<file path="src/rtl/alu_pkg.sv">
// Shared types for the pipelined integer ALU: op encodings, operand-2 select
// and the per-stage payload carried down the pipe.
package alu_pkg;

    localparam int ALU_XLEN   = 32;
    localparam int ALU_PREG_W = 7;
    localparam int ALU_TAG_W  = 5;
    localparam int ALU_ADDR_W = 32;
    localparam int ALU_OP_W   = 5;

    // Codes 16..31 are undefined: they flow through the pipe with a zero result.
    typedef enum logic [ALU_OP_W-1:0] {
        ALU_ADD  = 5'd0,
        ALU_SUB  = 5'd1,
        ALU_AND  = 5'd2,
        ALU_OR   = 5'd3,
        ALU_XOR  = 5'd4,
        ALU_SLL  = 5'd5,
        ALU_SRL  = 5'd6,
        ALU_SRA  = 5'd7,
        ALU_SLT  = 5'd8,
        ALU_SLTU = 5'd9,
        ALU_BEQ  = 5'd10,
        ALU_BNE  = 5'd11,
        ALU_BLT  = 5'd12,
        ALU_BGE  = 5'd13,
        ALU_BLTU = 5'd14,
        ALU_BGEU = 5'd15
    } alu_op_t;

    typedef enum logic {
        ALU_SRC_REG = 1'b0,
        ALU_SRC_IMM = 1'b1
    } alu_src_t;

    typedef struct packed {
        logic [ALU_XLEN-1:0]   result;
        logic [ALU_PREG_W-1:0] addr;
        logic [ALU_TAG_W-1:0]  tag;
        logic                  taken;
        logic [ALU_ADDR_W-1:0] target;
        logic                  valid;
    } stage_t;

endpackage

</file>
<file path="src/rtl/alu_core.sv">
// Purely combinational op/branch evaluator feeding stage 1 of alu_pipe.
// Branches always compare the two register operands; result is 0 for them.
module alu_core
    import alu_pkg::*;
#(
    parameter int XLEN   = 32,
    parameter int ADDR_W = 32
) (
    input  logic [XLEN-1:0]     src1,
    input  logic [XLEN-1:0]     src2,
    input  logic [XLEN-1:0]     imm,
    input  logic                alu_src,
    input  logic [ALU_OP_W-1:0] alu_op,
    input  logic                is_branch,
    input  logic [ADDR_W-1:0]   pc,
    output logic [XLEN-1:0]     result,
    output logic                taken,
    output logic [ADDR_W-1:0]   target
);

    localparam int SHW = $clog2(XLEN);

    alu_op_t         op;
    logic [XLEN-1:0] op2;
    logic [SHW-1:0]  shamt;
    logic            br_op;
    logic            cond;

    assign op    = alu_op_t'(alu_op);
    assign op2   = (alu_src_t'(alu_src) == ALU_SRC_IMM) ? imm : src2;
    assign shamt = op2[SHW-1:0];

    always_comb begin
        result = '0;
        br_op  = 1'b0;
        cond   = 1'b0;
        case (op)
            ALU_ADD:  result = src1 + op2;
            ALU_SUB:  result = src1 - op2;
            ALU_AND:  result = src1 & op2;
            ALU_OR:   result = src1 | op2;
            ALU_XOR:  result = src1 ^ op2;
            ALU_SLL:  result = src1 << shamt;
            ALU_SRL:  result = src1 >> shamt;
            ALU_SRA:  result = XLEN'($signed(src1) >>> shamt);
            ALU_SLT:  result = {{(XLEN-1){1'b0}}, ($signed(src1) < $signed(op2))};
            ALU_SLTU: result = {{(XLEN-1){1'b0}}, (src1 < op2)};
            ALU_BEQ:  begin br_op = 1'b1; cond = (src1 == src2); end
            ALU_BNE:  begin br_op = 1'b1; cond = (src1 != src2); end
            ALU_BLT:  begin br_op = 1'b1; cond = ($signed(src1) <  $signed(src2)); end
            ALU_BGE:  begin br_op = 1'b1; cond = ($signed(src1) >= $signed(src2)); end
            ALU_BLTU: begin br_op = 1'b1; cond = (src1 <  src2); end
            ALU_BGEU: begin br_op = 1'b1; cond = (src1 >= src2); end
            default:  result = '0;
        endcase
        // A branch encoding without is_branch is a no-op, not a branch.
        taken  = is_branch && br_op && cond;
        target = '0;
        if (is_branch && br_op) begin
            target = taken ? (pc + imm[ADDR_W-1:0]) : (pc + ADDR_W'(4));
        end
    end

endmodule

</file>
<file path="src/rtl/alu_pipe.sv">
// Fully pipelined ALU with global-stall valid/ready backpressure, mispredict
// flush and an occupancy count of valid stages.
module alu_pipe
    import alu_pkg::*;
#(
    parameter int XLEN    = ALU_XLEN,
    parameter int PREG_W  = ALU_PREG_W,
    parameter int TAG_W   = ALU_TAG_W,
    parameter int ADDR_W  = ALU_ADDR_W,
    parameter int LATENCY = 2
) (
    input  logic                           clk,
    input  logic                           reset_n,
    input  logic                           in_valid,
    output logic                           in_ready,
    input  logic [XLEN-1:0]                src1_val,
    input  logic [XLEN-1:0]                src2_val,
    input  logic [XLEN-1:0]                imm,
    input  logic                           alu_src,
    input  logic [ALU_OP_W-1:0]            alu_op,
    input  logic                           is_branch,
    input  logic [ADDR_W-1:0]              pc_in,
    input  logic [PREG_W-1:0]              dst_reg_addr,
    input  logic [TAG_W-1:0]               tag_in,
    input  logic                           flush,
    output logic                           out_valid,
    input  logic                           out_ready,
    output logic [XLEN-1:0]                result_val,
    output logic [PREG_W-1:0]              result_addr,
    output logic [TAG_W-1:0]               tag_out,
    output logic                           branch_taken,
    output logic [ADDR_W-1:0]              branch_target,
    output logic [$clog2(LATENCY+1)-1:0]   occupancy
);

    localparam int OCC_W = $clog2(LATENCY+1);

    logic [XLEN-1:0]   core_result;
    logic              core_taken;
    logic [ADDR_W-1:0] core_target;
    logic              advance;

    stage_t stage_q [1:LATENCY];
    stage_t stage_d [1:LATENCY];

    alu_core #(.XLEN(XLEN), .ADDR_W(ADDR_W)) u_core (
        .src1      (src1_val),
        .src2      (src2_val),
        .imm       (imm),
        .alu_src   (alu_src),
        .alu_op    (alu_op),
        .is_branch (is_branch),
        .pc        (pc_in),
        .result    (core_result),
        .taken     (core_taken),
        .target    (core_target)
    );

    assign advance  = !stage_q[LATENCY].valid || out_ready;
    assign in_ready = advance && !flush;

    // Payload of a stage that receives a bubble keeps its old contents.
    always_comb begin
        for (int k = 1; k <= LATENCY; k++) begin
            stage_d[k] = stage_q[k];
        end
        if (flush) begin
            for (int k = 1; k <= LATENCY; k++) begin
                stage_d[k].valid = 1'b0;
            end
        end else if (advance) begin
            stage_d[1].valid = in_valid;
            if (in_valid) begin
                stage_d[1].result = core_result;
                stage_d[1].addr   = dst_reg_addr;
                stage_d[1].tag    = tag_in;
                stage_d[1].taken  = core_taken;
                stage_d[1].target = core_target;
            end
            for (int k = 2; k <= LATENCY; k++) begin
                stage_d[k].valid = stage_q[k-1].valid;
                if (stage_q[k-1].valid) begin
                    stage_d[k] = stage_q[k-1];
                end
            end
        end
    end

    always_ff @(posedge clk or negedge reset_n) begin
        if (!reset_n) begin
            for (int k = 1; k <= LATENCY; k++) begin
                stage_q[k] <= '0;
            end
        end else begin
            for (int k = 1; k <= LATENCY; k++) begin
                stage_q[k] <= stage_d[k];
            end
        end
    end

    assign out_valid     = stage_q[LATENCY].valid && !flush;
    assign result_val    = out_valid ? stage_q[LATENCY].result : '0;
    assign result_addr   = out_valid ? stage_q[LATENCY].addr   : '0;
    assign tag_out       = out_valid ? stage_q[LATENCY].tag    : '0;
    assign branch_taken  = out_valid ? stage_q[LATENCY].taken  : 1'b0;
    assign branch_target = out_valid ? stage_q[LATENCY].target : '0;

    always_comb begin
        occupancy = '0;
        for (int k = 1; k <= LATENCY; k++) begin
            if (stage_q[k].valid) begin
                occupancy = occupancy + OCC_W'(1);
            end
        end
    end

endmodule

</file>
<file path="config.mk">
export PLATFORM = sky130hd
export DESIGN_NAME = alu_pipe
export DESIGN_NICKNAME = d
export VERILOG_FILES = /design/src/rtl/alu_pkg.sv /design/src/rtl/alu_core.sv /design/src/rtl/alu_pipe.sv
export SDC_FILE = /design/constraint.sdc
export NUM_CORES = 1
export LEC_CHECK = 0
export BUFFER_PORTS_ARGS = -buffer_cell sky130_fd_sc_hd__buf_2
export CAP_MARGIN = 20
export CORE_MARGIN = 4
export CORE_UTILIZATION = 55
export DETAILED_ROUTE_END_ITERATION = 7
export PLACE_DENSITY = 0.79
export REMOVE_ABC_BUFFERS = 1
export SLEW_MARGIN = 20
export SYNTH_ARGS = -nofsm -noshare
export SYNTH_HDL_FRONTEND = slang
export SYNTH_SLANG_ARGS = --single-unit
</file>
<file path="constraint.sdc">
create_clock -name clk -period 1.9 [get_ports clk]
set_input_delay 0.38 -clock clk [delete_from_list [all_inputs] [get_ports clk]]
set_output_delay 0.38 -clock clk [all_outputs]
set_load 0.005 [all_outputs]
</file>
==> metrics, run 1 <==
status stopped before the end; Failed at global routing (5_1_grt); Err [ERROR GRT-0116] Global routing finished with congestion. Check the congestion regions in the DRC Viewer.; first-pass GRT wire length 200 mm; DP HPWL 70.2 mm; gr usage total 71.9%; Compound-Gate Fraction of Synth Area 25.1%; Post-Syn Area 0.0185 mm2; I/O Buffers 232; Primary FF master, synth dfrtp_1; number of global-route vias before repair 30900; number of synthesized flops with an enable pin 0; warnings from Yosys 0; post-synthesis adder-cell area fraction 11.4%; chip width 191 um; register area share after synthesis 21.1%; Unique masters post-synth 80; clk buf depth 2; Mapped Cells 2364; total congestion overflow 43; mux cell area share after synthesis 14.6%; Num Clock Sinks 156; CTS root buffer clkbuf_16; largest net degree at the start of global routing 64; Synth Area in XOR/XNOR 3.27%; Avg Cell Area, Syn 7.82 um2; H-tree levels 4; die height 191 um; synthesized flop and latch total 156; combinational family with the most area after synthesis compound AO/OA/AOI/OAI gates; CTS Buf Count 17; RePlAce Congestion 1.12; area share of and/or/nand/nor cells after synthesis 18.6%; Area after DPL 0.0252 mm2; pre-CTS setup slack -2290 ps; num rows 66; Async S/R FF share, synth 100%; Initial Util 56.2%; I/O pin count 233
cell usage after synthesis (all sizes together) (7+ instances only):
master | n | area share, %
nand2 | 252 | 5.1
a21oi | 204 | 5.5
nor2 | 192 | 3.9
o21ai | 170 | 4.6
ha | 163 | 11
dfrtp | 156 | 21
inv | 136 | 2.8
clkbuf | 128 | 2.6
mux2 | 99 | 6.0
mux2i | 98 | 5.4
and2 | 85 | 2.9
xnor2 | 49 | 2.3
nor3 | 46 | 1.3
o211ai | 43 | 1.7
nand3 | 42 | 1.1
o21a | 38 | 1.5
a211oi | 35 | 1.4
a21o | 28 | 1.1
buf | 27 | 0.63
mux4 | 26 | 3.2
a31oi | 25 | 0.85
nor2b | 22 | 0.74
xor2 | 20 | 0.95
nand4 | 19 | 0.64
o31ai | 18 | 0.73
and3 | 17 | 0.58
o21bai | 16 | 0.65
a221oi | 13 | 0.62
a222oi | 13 | 0.70
nor4 | 13 | 0.44
or3 | 13 | 0.44
a22o | 11 | 0.52
a22oi | 11 | 0.45
o22ai | 9 | 0.30
nand2b | 8 | 0.27
o2111ai | 8 | 0.38
o221ai | 8 | 0.38
a21boi | 7 | 0.28
metrics by stage:
step / cells / hold slack [ps]
4_1_cts: 3701 / 136
3_5_place_dp: 3597 / 349
3_3_place_gp: 3597 / 334
2_1_floorplan: 2209 / 84.4
routing by layer:
layer  track usage, %  overflow
met4             71.5        18
met1             73.8         0
met3             52.6         0
met2             88.9        25
met5             25.5         0
what timing repair did:
item | CTS
endpoints found under the setup margin | 143
pin swaps | 197
hold buffers | 1
hold endpoints to repair | 39
gates cloned | 20
gates resized for setup | 545
setup buffers | 56
cells by family after synthesis:
group	count (synthesis)
multiplexers	223
flip-flops	156
AO/OA/AOI/OAI	722
XOR/XNOR	69
buffers and inverters	292
AND/OR/NAND/NOR	736
adder cells (fa/ha/maj)	166
==> run 2: changes to the inputs <==
--- a/config.mk
+++ b/config.mk
@@ -8,9 +8,9 @@
 export BUFFER_PORTS_ARGS = -buffer_cell sky130_fd_sc_hd__buf_2
 export CAP_MARGIN = 20
 export CORE_MARGIN = 4
-export CORE_UTILIZATION = 55
+export CORE_UTILIZATION = 40
 export DETAILED_ROUTE_END_ITERATION = 7
-export PLACE_DENSITY = 0.79
+export PLACE_DENSITY_LB_ADDON = 0.15
 export REMOVE_ABC_BUFFERS = 1
 export SLEW_MARGIN = 20
 export SYNTH_ARGS = -nofsm -noshare
==> constraint.sdc (replaced) <==
create_clock -name clk -period 2.45 [get_ports clk]
set_input_delay 0.49 -clock clk [delete_from_list [all_inputs] [get_ports clk]]
set_output_delay 0.49 -clock clk [all_outputs]
set_load 0.005 [all_outputs]
==> metrics, run 2 <==
status complete, but fails checks; failing checks negative setup slack; area grow syn2layout 56.2%; power density cells 418 mW/mm2; Primary FF master, synth dfrtp_1; biggest regs stage_q x156; Iteration-0 DRC Markers 2319; top cells by area, synth dfrtp_1, ha_1, mux2_2; nets@finish 3524; Synth top area share 21.1%; most common cell in the netlist nand2_1; hold_sp dst_reg_addr[5]; Pint 0.00719 W; peak supply drop 0.000599 V; die area 0.0497 mm2; CTS Buf Count 17; Post-Syn Area 0.0185 mm2; met2 WL post-DR 42.4 mm; chip width 223 um; hold path cells 2; H-tree levels 4; clk slew on worst S/H paths 80 ps; DR pass1 iterations 7; CTS root buffer clkbuf_16; Clk pwr share 23.4%; die height 223 um; Initial Util 40.6%; Fmax achieved 0.304 GHz; # setup viols final 65; r2r worst-path depth 6; sw power 0.00488 W; R2R Path Start stage_q[0]; routed length per instance 24.2 um; Avg Cell Area, Syn 7.82 um2; first-pass GRT wire length 136 mm; CTS tree built; remaining antenna violation count 0; period utilization 134%; Hold Slack 230 ps; sequential share of power 24.2%; DP HPWL 72.1 mm; end of the worst hold path stage_q[122]; Least-Margin Pin Slew 931 ps; min Tclk post-route 3290 ps; gr usage total 35.6%; share of layout cells above drive strength 1 44.3%; num rows 78; total congestion overflow 0; most frequent cells after synthesis nand2_1, a21oi_1, nor2_1; Top Metal Used met5; Async S/R FF share, synth 100%; P_leak 13.9 nW; Slew headroom 37.2%; Num Clock Sinks 156; Startpoint Class primary input; vias post-DR 22500; I/O Buffers 232; I/O pin count 233; number of synthesized flops with an enable pin 0; Max Cap Viol 0; worst r2r dst stage_q[140]; final clock skew 17.0 ps; Switching Share 40.4%; clk buf depth 2; met1 wire length 38.2 mm; Mapped Cells 2364; leading area contributor after synthesis dfrtp_1; RSZ-0062 raised after global routing true; RePlAce Congestion 1.03; warnings from Yosys 0; Unique masters post-synth 80; total chip power 0.0121 W; number of global-route vias before repair 22100; vias per cell 5.89; commonest cells after routing, fill and taps aside buf_4, nand2_1, buf_2, nor2_1, a21oi_1; Final WS setup -841 ps; CP Class in -> reg; Routed Wire Length 92.7 mm; most common cell after layout, fill and taps aside buf_4; Pins Over Slew Limit 0; largest reg by FF count stage_q; synthesized flop and latch total 156; Residual DRC 0; largest net degree at the start of global routing 68; antenna violations before repair 7; min-delay worst type in -> reg; CP Capture Type register; Worst Path Max Fanout 3; Largest register FFs 156; Crit path arrival time 3670 ps; R2R Setup Slk 170 ps; combinational power share 52.5%; Core Region 0.0456 mm2; Worst-Skew Late Latency 500 ps; Required @ worst endpoint 2820 ps; register area share after synthesis 21.1%; final hold vios 0; met3 wire length 7.16 mm
[run 2: cell counts after synthesis]
Identical to the previous run, type by type.
[run 2: kinds of logic (layout without fill, tap and decap cells)]
kind of cell	after synthesis	after routing	synth area share, %
other	0	4	0
xor gates and xnor gates	69	69	3.27
adders and majority gates	166	166	11.4
buffers and inverters	292	1147	6.02
muxes	223	223	14.6
AOI/OAI and AO/OA	722	722	25.1
and+or+nand+nor	736	736	18.6
DFF	156	156	21.1
[run 2: power groups by stage]
stage / registers [W] / clock network (W) / logic [W]
4_1_cts: 0.00291 / 0.00290 / 0.00590
6_report: 0.00292 / 0.00282 / 0.00633
2_1_floorplan: 0.00292 / 0 / 0.00250
5_1_grt: 0.00294 / 0.00297 / 0.00670
3_5_place_dp: 0.00296 / 0 / 0.00513
3_3_place_gp: 0.00295 / 0 / 0.00508
[run 2: routing by layer]
metal	track usage, %	vias to the layer above
met1	46.8	10900
met4	17.0	6
met3	6.09	183
li1	-	10300
met2	57.0	1074
met5	0	-
[run 2: cell type report]
type / count / area (um2)
Fill cell: 3984 / 16700
Multi-Input combinational cell: 1916 / 15300
Timing Repair Buffer: 978 / 7730
Sequential cell: 156 / 3900
Tap cell: 600 / 751
Inverter: 137 / 524
Clock buffer: 17 / 425
Clock inverter: 15 / 189
Antenna cell: 4 / 10.0
[run 2: what timing repair did]
action / in CTS / in global routing
hold endpoints to repair: 25 / 0
setup endpoints to repair: 65 / 65
gates resized for setup: 388 / 180
gates cloned: 9 / 2
setup buffers: 47 / 38
hold buffers: 1 / 0
pin swaps: 137 / 105
[run 2: critical path: stages]
cell      delay (ps)
buf_2            100
inv_2             60
ha_4             200
a21oi_1          220
nor2_1           100
a211oi_2         280
o211ai_1         330
a221oi_4         360
xnor2_2          120
a21oi_4          320
buf_8            150
and4b_1          200
or4_1            470
a32o_1           260
[run 2: worst max path at each step]
stage                         to  cells past startpoint  slack (ps)    startpoint
detailed placement  stage_q[154]                     18       -1950       alu_src
floorplan           stage_q[150]                     14       -5780       alu_src
global route        stage_q[155]                     19        -910       alu_src
finish              stage_q[110]                     14        -840  src2_val[25]
global placement    stage_q[154]                     18       -1900       alu_src
CTS                 stage_q[142]                     17        -780       alu_src
[run 2: through the flow]
stage	worst slack (ps)	setup TNS (ps)	util (%)	area [um2]	instances
3_5_place_dp	-1950	-93440	55.1	25100	3710
6_report	-841	-38750	63.3	28900	3823
4_1_cts	-778	-32050	61.3	27900	3793
2_1_floorplan	-5780	-341540	-	17900	2209
5_1_grt	-911	-43070	63.3	28900	3820
3_3_place_gp	-1900	-91120	55.1	25100	3710
(Power assumes the default switching activity.)
